--- src/rtl/cmp_pkg.sv ---
// Shared definitions for the frame min/max block: FSM state encoding and default widths.
package cmp_pkg;

    typedef enum logic {
        ACCUM = 1'b0,
        HOLD  = 1'b1
    } state_t;

    localparam int W_DEF     = 4;
    localparam int CNT_W_DEF = 8;

endpackage

--- src/rtl/mag_cmp_w.sv ---
// W-bit unsigned magnitude comparator: flags a>b, a==b, a<b.
module mag_cmp_w #(
    parameter int W = cmp_pkg::W_DEF
) (
    input  logic [W-1:0] a,
    input  logic [W-1:0] b,
    output logic         gt,
    output logic         eq,
    output logic         lt
);

    assign gt = (a > b);
    assign eq = (a == b);
    assign lt = (a < b);

endmodule

--- src/rtl/stream_minmax.sv ---
// Per-frame min/max/count of an unsigned sample stream; result is held until downstream takes it.
module stream_minmax
    import cmp_pkg::*;
#(
    parameter int W     = W_DEF,
    parameter int CNT_W = CNT_W_DEF
) (
    input  logic             clk,
    input  logic             rst_n,
    input  logic             s_valid,
    output logic             s_ready,
    input  logic [W-1:0]     s_data,
    input  logic             s_last,
    output logic             m_valid,
    input  logic             m_ready,
    output logic [W-1:0]     m_max,
    output logic [W-1:0]     m_min,
    output logic [CNT_W-1:0] m_cnt
);

    state_t             state, state_nxt;
    logic               first_beat;
    logic [W-1:0]       max_r, min_r;
    logic [CNT_W-1:0]   cnt_r;
    logic               accept;
    logic               gt_max, eq_max, lt_max;
    logic               gt_min, eq_min, lt_min;

    mag_cmp_w #(.W(W)) u_cmp_max (
        .a  (s_data),
        .b  (max_r),
        .gt (gt_max),
        .eq (eq_max),
        .lt (lt_max)
    );

    mag_cmp_w #(.W(W)) u_cmp_min (
        .a  (s_data),
        .b  (min_r),
        .gt (gt_min),
        .eq (eq_min),
        .lt (lt_min)
    );

    assign accept = s_valid && s_ready;

    always_ff @(posedge clk or negedge rst_n) begin
        if (!rst_n) begin
            state <= ACCUM;
        end else begin
            state <= state_nxt;
        end
    end

    // s_ready is gated by rst_n so upstream sees "not ready" for the whole reset window.
    always_comb begin
        state_nxt = state;
        s_ready   = 1'b0;
        m_valid   = 1'b0;
        case (state)
            ACCUM: begin
                s_ready = rst_n;
                if (accept && s_last) begin
                    state_nxt = HOLD;
                end
            end
            HOLD: begin
                m_valid = 1'b1;
                if (m_ready) begin
                    state_nxt = ACCUM;
                end
            end
            default: state_nxt = ACCUM;
        endcase
    end

    always_ff @(posedge clk or negedge rst_n) begin
        if (!rst_n) begin
            first_beat <= 1'b1;
            max_r      <= '0;
            min_r      <= '0;
            cnt_r      <= '0;
        end else if (accept) begin
            first_beat <= 1'b0;
            if (first_beat) begin
                max_r <= s_data;
                min_r <= s_data;
                cnt_r <= {{(CNT_W-1){1'b0}}, 1'b1};
            end else begin
                if (gt_max) max_r <= s_data;
                if (lt_min) min_r <= s_data;
                if (cnt_r != {CNT_W{1'b1}}) cnt_r <= cnt_r + 1'b1;
            end
        end else if (state == HOLD && m_ready) begin
            first_beat <= 1'b1;
        end
    end

    assign m_max = max_r;
    assign m_min = min_r;
    assign m_cnt = cnt_r;

endmodule
--- config.mk ---
export PLATFORM = sky130hd
export DESIGN_NAME = stream_minmax
export DESIGN_NICKNAME = d
export VERILOG_FILES = /design/src/rtl/cmp_pkg.sv /design/src/rtl/mag_cmp_w.sv /design/src/rtl/stream_minmax.sv
export SDC_FILE = /design/constraint.sdc
export NUM_CORES = 1
export LEC_CHECK = 0
export ABC_AREA = 1
export ABC_CLOCK_PERIOD_IN_PS = 1850
export CELL_PAD_IN_SITES_DETAIL_PLACEMENT = 0
export CELL_PAD_IN_SITES_GLOBAL_PLACEMENT = 1
export CORE_MARGIN = 8
export CORE_UTILIZATION = 35
export DETAILED_ROUTE_END_ITERATION = 7
export PLACE_DENSITY_LB_ADDON = 0.1
export SYNTH_ARGS = -nofsm -noshare
export SYNTH_HDL_FRONTEND = slang
export SYNTH_SLANG_ARGS = --single-unit
--- constraint.sdc ---
create_clock -name clk -period 1.85 [get_ports clk]
set_clock_uncertainty 0.05 [all_clocks]
set_input_delay 0.37 -clock clk [delete_from_list [all_inputs] [get_ports clk]]
set_output_delay 0.37 -clock clk [all_outputs]
set_load 0.03 [all_outputs]
== After elaboration in Yosys (flattened, before gate mapping) ==
Index checks and enable logic that the tools add are counted.

* Output and inout port bits: 18
* Bits in registers: 18
* Logic and storage cells: 33

* Add/sub/neg operators: 1
* Bitwise operators: 1
* Order comparisons: 2
* Reduce and logical (&&, ||, !) cells: 10
* Equal/unequal tests: 1
* Muxes and demuxes: 13

{| class="wikitable"
|+ Operators with widths
! operator !! number
|-
| 4-bit 2-to-1 mux || 4
|-
| 8-bit 2-to-1 mux || 2
|-
| 8-bit by 1-bit adder with 8-bit output (second input constant) || 1
|-
| 8-bit != test (second input constant) || 1
|-
| 2-bit nonzero test || 4
|-
| 1-bit 2-to-1 mux || 6
|-
| 2-bit AND reduction || 3
|-
| 4-bit greater-than comparator || 1
|-
| 4-bit less-than comparator || 1
|-
| 1-bit logical AND || 3
|-
| 1-bit case mux with 2 select lines || 1
|-
| 1-bit inverter || 1
|}

== Depth between registers and ports, before layout ==
* Word-level depth: 5
* Depth in mapped cells: 12

== Cells and area by module ==
From an unflattened synthesis, not the netlist that was laid out.

* Cells, all modules: 160
* Area, all modules: 1,177.4 sq um

{| class="wikitable"
|+ Modules (own cells, without submodules)
! module !! cells an instance !! times used !! sequential area each (sq um) !! area each (sq um)
|-
| stream_minmax || 120 || 1 || 451.7 || 947.2
|-
| mag_cmp_w || 20 || 2 || 0.0 || 115.1
|}

== Worst setup path before layout ==
No wires, ideal clock.

* Kind: flip-flop to flip-flop
* From: register max_r[3], in the netlist m_max[3]
* To: register max_r[0], in the netlist m_max[0]
* Cell stages (with the launch flop): 12
* Buffers on the path: 0
* Data arrival time: 1.389 ns
* Setup time: 0.118 ns
* Slack: 0.294 ns
* Cells stage by stage: dfrtp_1 inv_1 ha_1 nand2_1 inv_1 nand2_1 nand2_1 nand2_1 nand2_1 nand2_2 nand2_1 nand2_1

* Longest elaborated chain between the ends: 3

{| class="wikitable"
|+ Ends and longest elaborated chain
! element !! line !! RTL
|-
| start, declared || stream_minmax.sv:23 || <nowiki>logic [W-1:0] max_r, min_r;</nowiki>
|-
| start signal, assigned || stream_minmax.sv:86 || <nowiki>max_r <= s_data;</nowiki>
|-
| start signal, assigned || stream_minmax.sv:90 || <nowiki>if (gt_max) max_r <= s_data;</nowiki>
|-
| 4-bit greater-than comparator || mag_cmp_w.sv:12 || <nowiki>assign gt = (a > b);</nowiki>
|-
| 2-bit nonzero test (no source line) || -- ||
|-
| 2-bit AND reduction (no source line) || -- ||
|}

No other way between the ends.
A chain may end at the register's enable or synchronous reset.

== Final worst setup path ==
* From: register min_r[0], in the netlist m_min[0]
* To: output m_min[0]

{| class="wikitable"
|+ RTL lines
! element !! line !! RTL
|-
| start, declared || stream_minmax.sv:23 ||
|-
| start signal, assigned || stream_minmax.sv:87 || <nowiki>min_r <= s_data;</nowiki>
|-
| start signal, assigned || stream_minmax.sv:91 || <nowiki>if (lt_min) min_r <= s_data;</nowiki>
|-
| end, declared || stream_minmax.sv:17 || <nowiki>output logic [W-1:0] m_min,</nowiki>
|}

No word-level cell between the ends.

==> results.yml <==
timing:
  max_freq_ghz: 0.5624
  finalMaxSlewViolations: 0
  rsz0062_at_grt: "no"
  min_period_ns: 1.778
  setup_viol: 0
  tns_ns: 0
  worstMarginPinSlew_ns: 0.3249
  slew_headroom: 0.7831
  post-route-period-util: 0.9611
  finalHoldViolCount: 0
worst_setup_path:
  r2r_slack_ns: 0.28
  slowest_delay_ns: 0.68
  r2r-start: "m_cnt[0]"
  crit_path_end: "m_min[0]"
  slowest_stage: "clkdlybuf4s50_1"
  critPathArrivalTime_ns: 1.36
  crit_buf_inv: 1
  cp-end-kind: "primary output"
  crit_family: "buffers and inverters"
  reg2reg_depth: 8
  crit_fanout: 3
  cp-start-kind: "flop"
  r2r-end: "m_cnt[6]"
  critPathKind: "flop to primary output"
  worstSetupStartpoint: "m_min[0]"
  cp.depth: 1
  path_cells: "clkdlybuf4s50_1"
  crit_required_ns: 1.43
cts:
  cts_buffers: 3
  cts_tree: "yes"
  clock-root-buffer: "clkbuf_4"
  clock-sinks: 18
  cts_hold_buffers: 0
  clk_latency_ns: 0.29
  htree_levels: 1
  cts_buffer_depth: 2
  clk_pin_slew_ns: 0.10
logic_synthesis:
  synth_cells: 143
  yosysTopAreaCellShare: 0.3803
  yosysWarnings: 0
  syn-num-nets: 160
  ys_types: 22
  yosys_register_bits: 18
  ys_seq_area_frac: 0.4038
  synth_area_mm2: 0.001119
  synth_area_leaders: "dfrtp_1, nand2_1, ha_1, inv_1, nand3_1"
  avgSynthCellArea_um2: 7.822
  synth_top_area_cell: "dfrtp_1"
global_route:
  grt_first_pass_wirelength_um: 4519
  grt_max_degree: 16
  antenna_found_initial: 0
  grt_usage: 0.1077
  grt_pass1_vias: 993
  overflow: 0
routing:
  drt-vias-per-instance: 4.449
  firstDrtPassIters: 4
  wirelength_um: 2644
  drtIter0Drc: 61
  detail-route-antenna-nets: 0
  drc: 0
  vias: 1001
  wl_per_cell_um: 11.75
power_and_ir_drop:
  p_comb_frac: 0.537
  switchingPower_mw: 0.8596
  power.internal_mw: 1.061
  p_per_area_mw_per_mm2: 1246
  clock_power_share: 0.122
  p_seq_frac: 0.341
  power.total_mw: 1.920
  peakVddDrop_uv: 937.7
  power_leakage_nw: 0.9233
  switching_share: 0.4477
cells_and_area:
  final_common_cell: "nand2_1"
  layout_common_cells: "nand2_1, inv_1, dfrtp_1, nand3_1"
  drive_gt1_frac: 0.1989
  area_growth_pct: 37.81
  diodes: 0
  layout.nets: 199
placement:
  gp_congestion: 0.8087
  dp_hpwl_um: 2101
  port_buffers: 26
min_path:
  hold_path.class: "primary input to async pin"
floorplan:
  ios: 27
  core_mm2: 0.003053
  start_util: 0.3664
  die_h_um: 72.53
  num_rows: 20
  die_w_um: 72.53
  dieArea_mm2: 0.005261
outcome:
  status: "complete, no violations"
job:
  maxCapViolCount: 0
-- power groups by stage --
stage | Sequential [mW] | Combinational (mW) | Clock [mW]
after global routing | 0.683 | 1.15 | 0.267
after CTS | 0.662 | 1.06 | 0.247
after global placement | 0.664 | 1.05 | 0
after floorplan | 0.891 | 0.408 | 0
after detailed placement | 0.666 | 1.06 | 0
final | 0.655 | 1.03 | 0.234
-- repair_timing --
item                                    in CTS  in global routing
endpoints found under the hold margin        0                  0
setup buffers                                0                  0
gates cloned                                 0                  0
endpoints found under the setup margin       3                 11
gates resized for setup                      3                 11
-- registers in the layout, summed over array words and instances (netlist names) --
| register | count |
|---|---|
| m_cnt | 8 |
| m_max | 4 |
| m_min | 4 |
| first_beat | 1 |
| state | 1 |
-- layer usage --
layer,up-vias,GRT usage,routed length [µm]
li1,529,-,-
met4,0,0.02000,10
met2,19,0.1551,1089
met3,2,0.05234,201
met5,-,0,0
met1,451,0.1415,1343
-- area by class of cell --
cell class	count	area, µm²
fillers	314	1511
multi-input cells	98	548.0
flip-flops and latches	18	451.7
repair buffers	36	356.6
inverters	25	93.84
well taps	44	55.05
clock buffers	4	36.28
-- Yosys cell counts --
cell type,n
or2_2,1
nor2_1,3
nand2_2,6
o21bai_1,2
o21ai_0,2
ha_1,8
nand2_1,42
nand3_1,15
inv_2,4
o21ai_1,4
nand2_4,1
dfrtp_1,17
o21ai_2,5
buf_2,1
dfstp_2,1
and3_2,1
buf_12,1
nor2_4,1
nand4_1,1
a21oi_1,5
inv_1,21
nand3_2,1
-- worst min-delay path by stage --
stage / from / end / slack (ns) / depth (start not counted)
final: rst_n / m_cnt[7] / 0.40 / 2
after global routing: rst_n / m_cnt[4] / 0.40 / 2
after CTS: rst_n / state / 0.40 / 2
after detailed placement: m_max[1] / m_max[1] / 0.45 / 2
after global placement: m_max[1] / m_max[1] / 0.44 / 2
after floorplan: rst_n / m_cnt[0] / 0.02 / 0
-- worst register-to-register path, cell delays in order (launching register included) --
cell,delay (ns)
dfrtp_1,0.45
ha_1,0.22
nand2_2,0.09
nor2_4,0.14
nand3_2,0.09
nand2_4,0.20
nor2_1,0.07
o21ai_1,0.11
inv_1,0.05
-- logic make-up (layout without fill, tap and decap cells) --
group / count (synthesis) / in the layout / synth area share
adder cells (fa/ha/maj): 8 / 8 / 0.08949
AND/OR/NAND/NOR: 72 / 72 / 0.2987
AO/OA/AOI/OAI: 18 / 18 / 0.1018
flip-flops: 18 / 18 / 0.4038
buffers and inverters: 27 / 65 / 0.1063
-- stage by stage --
step / setup WS, ns / utilization / instance area, µm² / hold WS (ns) / instances
after detailed placement: -0.1240 / 0.4852 / 1481 / 0.4498 / 221
after global routing: 0.01041 / 0.5049 / 1541 / 0.3995 / 225
after CTS: 0.0009875 / 0.4959 / 1514 / 0.3994 / 225
final: 0.07202 / 0.5049 / 1541 / 0.3998 / 225
after global placement: -0.1092 / 0.4852 / 1481 / 0.4412 / 221
after floorplan: 0.2935 / - / 1119 / 0.02441 / 143
Note: power is estimated with default switching activity, not from simulation.
